--- config.mk ---
export PLATFORM = sky130hd
export DESIGN_NAME = feedback_rx_flat
export DESIGN_NICKNAME = d
export VERILOG_FILES = /design/src/rtl/feedback_rx_if.sv /design/src/rtl/feedback_rx.sv /design/src/flat_wrapper.sv
export SDC_FILE = /design/constraint.sdc
export NUM_CORES = 1
export LEC_CHECK = 0
export CORE_UTILIZATION = 50
export CTS_CLUSTER_SIZE = 16
export DETAILED_ROUTE_END_ITERATION = 16
export GPL_TIMING_DRIVEN = 0
export MAX_ROUTING_LAYER = met4
export PLACE_DENSITY_LB_ADDON = 0.15
export REMOVE_ABC_BUFFERS = 1
export SETUP_SLACK_MARGIN = 0.4
export SYNTH_ARGS = -nofsm -noshare
export SYNTH_HDL_FRONTEND = slang
export SYNTH_SLANG_ARGS = --single-unit
--- constraint.sdc ---
create_clock -name clock -period 4.3 [get_ports clock]
set_input_delay 0.645 -clock clock [delete_from_list [all_inputs] [get_ports clock]]
set_output_delay 0.645 -clock clock [all_outputs]
set_load 0.02 [all_outputs]
--- src/rtl/feedback_rx_if.sv ---
// Word-stream handshake between the radio RX buffer and the feedback packet receiver.
// The master drives packet words; the slave returns in_ready.
interface feedback_rx_if #(
    parameter int WORD_WIDTH = 16
);
    logic                  in_valid;
    logic [WORD_WIDTH-1:0] in_data;
    logic                  in_ready;

    modport master (output in_valid, output in_data, input in_ready);
    modport slave  (input in_valid, input in_data, output in_ready);
endinterface

--- src/rtl/feedback_rx.sv ---
// Receive side of the 5-word feedback packet: parses the word stream, filters on cluster and
// destination, and writes the sender's battery status and value into the node tables.
module feedback_rx #(
    parameter int                    WORD_WIDTH = 16,
    parameter logic [WORD_WIDTH-1:0] BATT_BASE  = 16'h0148,
    parameter logic [WORD_WIDTH-1:0] VAL_BASE   = 16'h01C8,
    parameter logic [WORD_WIDTH-1:0] BCAST_ID   = 16'hFFFF
) (
    input  logic                  clock,
    input  logic                  nreset,
    feedback_rx_if.slave          rx,
    input  logic [WORD_WIDTH-1:0] MY_NODE_ID,
    input  logic [WORD_WIDTH-1:0] MY_CLUSTER_ID,
    output logic [WORD_WIDTH-1:0] address,
    output logic [WORD_WIDTH-1:0] data_out,
    output logic                  wr_en,
    output logic                  done,
    output logic                  accepted,
    output logic [7:0]            drop_count
);

    typedef enum logic [3:0] {
        S_SRC     = 4'd0,
        S_BATT    = 4'd1,
        S_VAL     = 4'd2,
        S_CLU     = 4'd3,
        S_DST     = 4'd4,
        S_CHECK   = 4'd5,
        S_WR_BATT = 4'd6,
        S_WR_VAL  = 4'd7,
        S_DONE    = 4'd8
    } state_t;

    state_t                state_r;
    state_t                next_state_s;
    logic                  in_ready_r;
    logic                  xfer_s;
    logic                  match_s;
    logic                  match_r;
    logic                  next_in_stream_s;
    logic [WORD_WIDTH-1:0] src_r;
    logic [WORD_WIDTH-1:0] batt_r;
    logic [WORD_WIDTH-1:0] val_r;
    logic [WORD_WIDTH-1:0] clu_r;
    logic [WORD_WIDTH-1:0] dst_r;
    logic [WORD_WIDTH-1:0] src_x2_s;

    assign rx.in_ready = in_ready_r;
    assign xfer_s      = rx.in_valid & in_ready_r;
    assign src_x2_s    = {src_r[WORD_WIDTH-2:0], 1'b0};
    assign match_s     = (clu_r == MY_CLUSTER_ID) & ((dst_r == MY_NODE_ID) | (dst_r == BCAST_ID));
    assign next_in_stream_s = (next_state_s == S_SRC) | (next_state_s == S_BATT) |
                              (next_state_s == S_VAL) | (next_state_s == S_CLU) |
                              (next_state_s == S_DST);

    // Next-state decode; word-collecting states advance only on a handshake.
    always_comb begin
        next_state_s = state_r;
        case (state_r)
            S_SRC:     next_state_s = xfer_s ? S_BATT  : S_SRC;
            S_BATT:    next_state_s = xfer_s ? S_VAL   : S_BATT;
            S_VAL:     next_state_s = xfer_s ? S_CLU   : S_VAL;
            S_CLU:     next_state_s = xfer_s ? S_DST   : S_CLU;
            S_DST:     next_state_s = xfer_s ? S_CHECK : S_DST;
            S_CHECK:   next_state_s = match_s ? S_WR_BATT : S_DONE;
            S_WR_BATT: next_state_s = S_WR_VAL;
            S_WR_VAL:  next_state_s = S_DONE;
            S_DONE:    next_state_s = S_SRC;
            default:   next_state_s = S_SRC;
        endcase
    end

    // State register and ready flag; ready stays low for the first S_SRC cycle after a packet.
    always_ff @(posedge clock or negedge nreset) begin
        if (!nreset) begin
            state_r    <= S_SRC;
            in_ready_r <= 1'b0;
        end else begin
            state_r    <= next_state_s;
            in_ready_r <= next_in_stream_s & (state_r != S_DONE);
        end
    end

    // Field registers latch the word that completes each collecting state; match held for S_DONE.
    always_ff @(posedge clock or negedge nreset) begin
        if (!nreset) begin
            src_r   <= 16'h0000;
            batt_r  <= 16'h0000;
            val_r   <= 16'h0000;
            clu_r   <= 16'h0000;
            dst_r   <= 16'h0000;
            match_r <= 1'b0;
        end else begin
            if (xfer_s) begin
                case (state_r)
                    S_SRC:   src_r  <= rx.in_data;
                    S_BATT:  batt_r <= rx.in_data;
                    S_VAL:   val_r  <= rx.in_data;
                    S_CLU:   clu_r  <= rx.in_data;
                    S_DST:   dst_r  <= rx.in_data;
                    default: ;
                endcase
            end
            if (state_r == S_CHECK) begin
                match_r <= match_s;
            end
        end
    end

    // Registered memory write port and completion/drop reporting.
    always_ff @(posedge clock or negedge nreset) begin
        if (!nreset) begin
            address    <= 16'h0000;
            data_out   <= 16'h0000;
            wr_en      <= 1'b0;
            done       <= 1'b0;
            accepted   <= 1'b0;
            drop_count <= 8'h00;
        end else begin
            wr_en    <= 1'b0;
            done     <= (state_r == S_DONE);
            accepted <= (state_r == S_DONE) & match_r;
            case (state_r)
                S_WR_BATT: begin
                    wr_en    <= 1'b1;
                    address  <= BATT_BASE + src_x2_s;
                    data_out <= batt_r;
                end
                S_WR_VAL: begin
                    wr_en    <= 1'b1;
                    address  <= VAL_BASE + src_x2_s;
                    data_out <= val_r;
                end
                default: ;
            endcase
            if ((state_r == S_DONE) && !match_r && (drop_count != 8'hFF)) begin
                drop_count <= drop_count + 8'd1;
            end
        end
    end

endmodule

--- src/flat_wrapper.sv ---
// flat-port wrapper written by rule: the top's interface ports become plain ports
module feedback_rx_flat 
#(
    parameter int                    WORD_WIDTH = 16,
    parameter logic [WORD_WIDTH-1:0] BATT_BASE  = 16'h0148,
    parameter logic [WORD_WIDTH-1:0] VAL_BASE   = 16'h01C8,
    parameter logic [WORD_WIDTH-1:0] BCAST_ID   = 16'hFFFF
)
  (clock, nreset, MY_NODE_ID, MY_CLUSTER_ID, address, data_out, wr_en, done, accepted, drop_count, rx_in_valid, rx_in_data, rx_in_ready);
  feedback_rx_if #(.WORD_WIDTH(WORD_WIDTH)) rx_i ();
  input  logic clock;
  input  logic nreset;
  input  logic [WORD_WIDTH-1:0] MY_NODE_ID;
  input  logic [WORD_WIDTH-1:0] MY_CLUSTER_ID;
  output logic [WORD_WIDTH-1:0] address;
  output logic [WORD_WIDTH-1:0] data_out;
  output logic wr_en;
  output logic done;
  output logic accepted;
  output logic [7:0] drop_count;
  input wire logic [$bits(rx_i.in_valid)-1:0] rx_in_valid;
  input wire logic [$bits(rx_i.in_data)-1:0] rx_in_data;
  output wire logic [$bits(rx_i.in_ready)-1:0] rx_in_ready;
  assign rx_i.in_valid = rx_in_valid;
  assign rx_i.in_data = rx_in_data;
  assign rx_in_ready = rx_i.in_ready;
  feedback_rx #(.WORD_WIDTH(WORD_WIDTH), .BATT_BASE(BATT_BASE), .VAL_BASE(VAL_BASE), .BCAST_ID(BCAST_ID)) u_core (.clock(clock), .nreset(nreset), .rx(rx_i), .MY_NODE_ID(MY_NODE_ID), .MY_CLUSTER_ID(MY_CLUSTER_ID), .address(address), .data_out(data_out), .wr_en(wr_en), .done(done), .accepted(accepted), .drop_count(drop_count));
endmodule
---- Word-level counts from Yosys, hierarchy flattened ----
Cells that the tools add are included.
cells by class
  add/subtract/negate cells ............... 3
  equality and inequality tests ........... 17
  mux-type cells .......................... 10
  bitwise operators ....................... 9
  reduce and logical (&&, ||, !) cells .... 12
operators by type and width
  operator                                                          number
  16-bit case mux with 2 select lines                               2
  9-bit by 16-bit adder with 16-bit output (first input constant)   2
  16-bit == test                                                    2
  4-bit case mux with 8 select lines                                1
  4-bit by 3-bit == test with 1-bit output (second input constant)  5
  16-bit == test (second input constant)                            1
  4-bit by 2-bit == test with 1-bit output (second input constant)  4
  2-bit AND reduction                                               5
  8-bit by 1-bit adder with 8-bit output (second input constant)    1
  4-bit by 1-bit == test with 1-bit output (second input constant)  2
  4-bit zero test                                                   2
  8-bit != test (second input constant)                             1
  1-bit OR                                                          5
  1-bit bitwise AND                                                 4
  4-bit == test (second input constant)                             1
  1-bit two-way mux                                                 4
  4-bit two-way mux                                                 1
  4-bit != test (second input constant)                             1
  3-bit two-way mux                                                 1
  1-bit logical AND                                                 2
  2-bit two-way mux                                                 1
  2-bit nonzero test                                                1
  2-bit OR reduction                                                1
  1-bit zero test                                                   1
word-level totals
  flip-flop bits (word level) ............. 128
  output and inout port bits .............. 44

---- Depth between registers and ports, before layout ----
  word-level depth ........................ 11
  gate-level depth with buffers ........... 8

---- Least setup slack after synthesis ----
Ideal clock, no wire load.
  path kind ............................... flip-flop to flip-flop
  start point ............................. register u_core.state_r[0]
  end point ............................... register u_core.address[13]
  library setup time ...................... 133 ps
  arrival ................................. 2209 ps
  required time ........................... 4167 ps
  setup slack ............................. 1958 ps
  stages on the path, launching flop included .. 9
  buffers on the path ..................... 2
  period minus slack after synthesis ...... 2342 ps
  path through ............................ dfrtp_1 > buf_2 > buf_1 > and3_1 > ha_1 > a211oi_1 > and3b_1 > xnor2_1 > o21ai_0
on the way
  word-level cells in the longest chain between the ends .. 2
  elaborated cells on any way between the ends .. 4
  classes of those cells .................. eq/ne (2); mux (1); reduce/logical (1)
RTL lines
  element                                                                           line                text
  start, declared                                                                   feedback_rx.sv:34   state_t state_r;
  start signal, assigned                                                            feedback_rx.sv:79   state_r <= next_state_s;
  4-bit by 3-bit == test with 1-bit output                                          feedback_rx.sv:123  case (state_r)
  16-bit case mux with 2 select lines / 2-bit nonzero test (equally long branches)  n/a
  end signal, assigned                                                              feedback_rx.sv:126  address <= BATT_BASE + src_x2_s;
  end signal, assigned                                                              feedback_rx.sv:131  address <= VAL_BASE + src_x2_s;
  end, declared                                                                     feedback_rx.sv:14   output logic [WORD_WIDTH-1:0] address,
Several ways; a longest one is shown, not always the timed one.
A chain may end at the register's enable or synchronous reset.

---- Final worst setup path ----
Ends and elaborated chain as after synthesis.

==> metrics.md <==
| Metric | Value |
|---|---|
| Crit end category | `flop` |
| RD Place Congestion | `between 0.7 and 0.8` |
| Fin area | `7260 um^2` |
| Synth Instances | `429` |
| First-pass GRT wire length | `between 15000 and 20000 um` |
| Core ar. | `10900 um^2` |
| Synth Cell Area | `~5600 um^2` |
| IO Pins | `95` |
| Ys Warns | `0` |
| N_diodes | `0` |
| Slew @ Worst Pin | `791 ps` |
| Reg2Reg Depth | `6` |
| Storage cell area | `about 3200 um^2` |
| Quantity of I/O buffers inserted on ports | `a little over 90` |
| Chip height | `roughly 110 um` |
| Die width | `108 um` |
| WP depth | `6` |
| Post-synthesis async set-or-reset flop share | `1.00` |
| Setup tns final | `0 ps` |
| Sw Ratio | `0.315` |
| Tcrit/Tclk final | `0.626` |
| Flop pwr share | `0.407` |
| Seq cells post-synth | `between 100 and 150` |
| Via count | `~3600` |
| Post-synth top cells | `127 x dfrtp_1, 83 x mux2_2, 44 x xnor2_1` |
| Clk pin slew, worst setup/hold paths | `roughly 60 ps` |
| Vias per inst | `5.29` |
| Row cnt | `38` |
| Crit path buf inv count | `0` |
| Post-CTS sizing | `0` |
| Clk pwr share | `0.260` |
| Worst vdd ir | `0.324 mV` |
| # Post-CTS Setup Buffers | `0` |
| CTS tree | `yes` |
| Clock latency on the worst-skew pair | `520 ps` |
| Met1 Track Usage GR | `0.292` |
| Netlist cell types | `43` |
| Slowest CP cell | `dfrtp_2` |
| Final #Nets | `581` |
| Slew margin rel. | `0.472` |
| Most used DFF post-synth | `dfrtp_1` |
| Tot GR Track Use | `0.232` |
| Sequential area share after synthesis | `0.566` |
| Fmax | `0.372 GHz` |
| H-tree lvl count | `4` |
| Final routed DRC violation total | `0` |
| Fin. Hold Viols | `0` |
| Combinational share of power | `0.333` |
| Setup ws final | `about 1600 ps` |
| RSZ-0062 raised after global routing | `no` |
| Crit path arrival time | `3090 ps` |
| Final setup vio count | `0` |
| Worst hold path class | `primary input to asynchronous set/reset pin` |
| NetSw | `1.68 mW` |
| Required @ worst endpoint | `4700 ps` |
| HPWL after DPL | `roughly 8000 um` |
| Crit-path cells | `and3_1, ha_1, a211oi_1, and3b_1, xnor2_1, o21ai_0` |
| Share of layout cells above drive strength 1 | `0.238` |
| Clock skew | `about 9.2 ps` |
| Worst path max stage delay | `880 ps` |
| Avg Inst Size Synth | `around 13 um^2` |
| Largest net degree at the start of global routing | `75` |
| Critical path fanouts, max | `29` |
| Leakage Power | `3.13 nW` |
| Footprint of the multi-input gates | `roughly 2300 um^2` |
| Internal Power | `between 3 and 4 mW` |
| Drt initial violations | `145` |
| Vias in the first global route | `around 3700` |
| Routed len/inst | `approximately 17 um` |
| Most frequent cell after synthesis | `dfrtp_1` |
| Post-CTS Hold Fix Bufs | `0` |
| Remaining antenna violation count | `0` |
| PD cells | `about 730 nW/um^2` |
| Status | `completed` |
| CTS buffer count | `17` |
| Fillers | `864` |
| Max_cap viols | `0` |
| Worst R2R Start | `u_core.state_r[0]` |
| Overflow after GRT | `0` |
| Clock buffer depth | `2` |
| Final Util | `0.667` |
| Final Max Slew Viols | `0` |
| Synth top area share | `0.566` |
| Min Tclk post-route | `2690 ps` |
| Synth top area cells | `dfrtp_1 57%, mux2_2 17%, xnor2_1 6.9%, mux2i_1 3.0%, o21ai_0 2.8%` |
| CTS root buf | `clkbuf_8` |
| Drt pass-1 iters | `4` |
| Setup Slack @ Placement | `1100 ps` |
| Synth area leader | `dfrtp_1` |
| Cell family with most CP delay | `flip-flops` |
| Met2 usage | `0.367` |
| Setup CP Type | `flop to flop` |
| Placed cell areas | `6680 um^2` |
| Post-synth EDFFs | `0` |
| Setup crit start kind | `flop` |
| Gr busiest metal | `met2` |
| Starting Density | `0.516` |
| Initial antenna violation count | `0` |
| P&R area growth vs syn | `29.3%` |
| Crit path from | `u_core.state_r[0]` |
| Final WL | `11600 um` |
| Clock sinks | `~130` |
| M3 GR Usage | `0.0591` |
| DIE AREA | `roughly 12000 um^2` |
-- path summary, 6_finish.rpt --
kind	endpoint	slack [ps]
max	u_core.address[13]	1610
min	u_core.drop_count[4]	80
max reg2reg	u_core.address[13]	1610
min reg2reg	u_core.data_out[3]	470
max in group asynchronous	u_core.data_out[12]	3490
min in group clock	u_core.data_out[3]	470
-- metrics by stage --
| step | hold WS, ps | power [mW] | std cells |
|---|---|---|---|
| after CTS | 74.9 | 5.40 | 678 |
| after detailed placement | 470 | 3.98 | 648 |
| final | 81.0 | 5.34 | 678 |
| after global routing | 102 | 5.68 | 678 |
| after floorplan | 349 | 3.31 | 413 |
| after global placement | 460 | 3.90 | 646 |
-- kinds of logic after synthesis --
family | Yosys count | synth area share
xor+xnor | 49 | 0.0764
compound gates | 43 | 0.0450
fa+ha+maj | 3 | 0.00669
simple gates | 87 | 0.0889
other cells | 1 | 0.000668
flops | 127 | 0.566
buf+inv | 19 | 0.0196
mux | 100 | 0.197
-- cells in the final DEF (no fill, tap or decap), types with 3 or more instances in the layout --
cell,count
and3_1,3
clkbuf_16,16
clkbuf_8,7
clkdlybuf4s50_1,92
clkinv_2,4
dfrtp_1,126
ha_1,3
inv_1,3
mux2_2,83
mux2i_1,17
nand2_1,36
nand4_1,16
nor2_1,8
nor4_1,3
o21ai_0,31
xnor2_1,44
xor2_1,5
-- final cells by class --
class                   instances  share of cell area
clock buffers                  24              0.0689
clock inverters                 6              0.0110
inverters                       3             0.00155
multi-input cells             283               0.321
flip-flops and latches        127               0.438
well taps                     140              0.0241
repair buffers                 95               0.136
-- routing by layer --
layer	vias to the layer above	routed length, um
met5	-	0
met4	0	80
met3	7	543
met2	82	5680
met1	1790	5250
li1	1711	-
-- registers in the layout, summed over array words and instances (netlist names) --
signal              cells
u_core.val_r           16
u_core.drop_count       8
u_core.wr_en            1
u_core.dst_r           16
u_core.src_r           15
u_core.clu_r           16
u_core.accepted         1
u_core.address         15
u_core.batt_r          16
u_core.done             1
u_core.data_out        16
u_core.match_r          1
u_core.state_r          4
u_core.rx.in_ready      1
-- power by group through the flow --
stage                     Combinational, mW  Sequential, mW  Clock, mW
after floorplan                        1.07            2.24          0
after global placement                 1.74            2.16          0
after detailed placement               1.79            2.19          0
after CTS                              1.81            2.18       1.41
after global routing                   1.95            2.25       1.47
final                                  1.78            2.17       1.39
(Power assumes the default switching activity.)
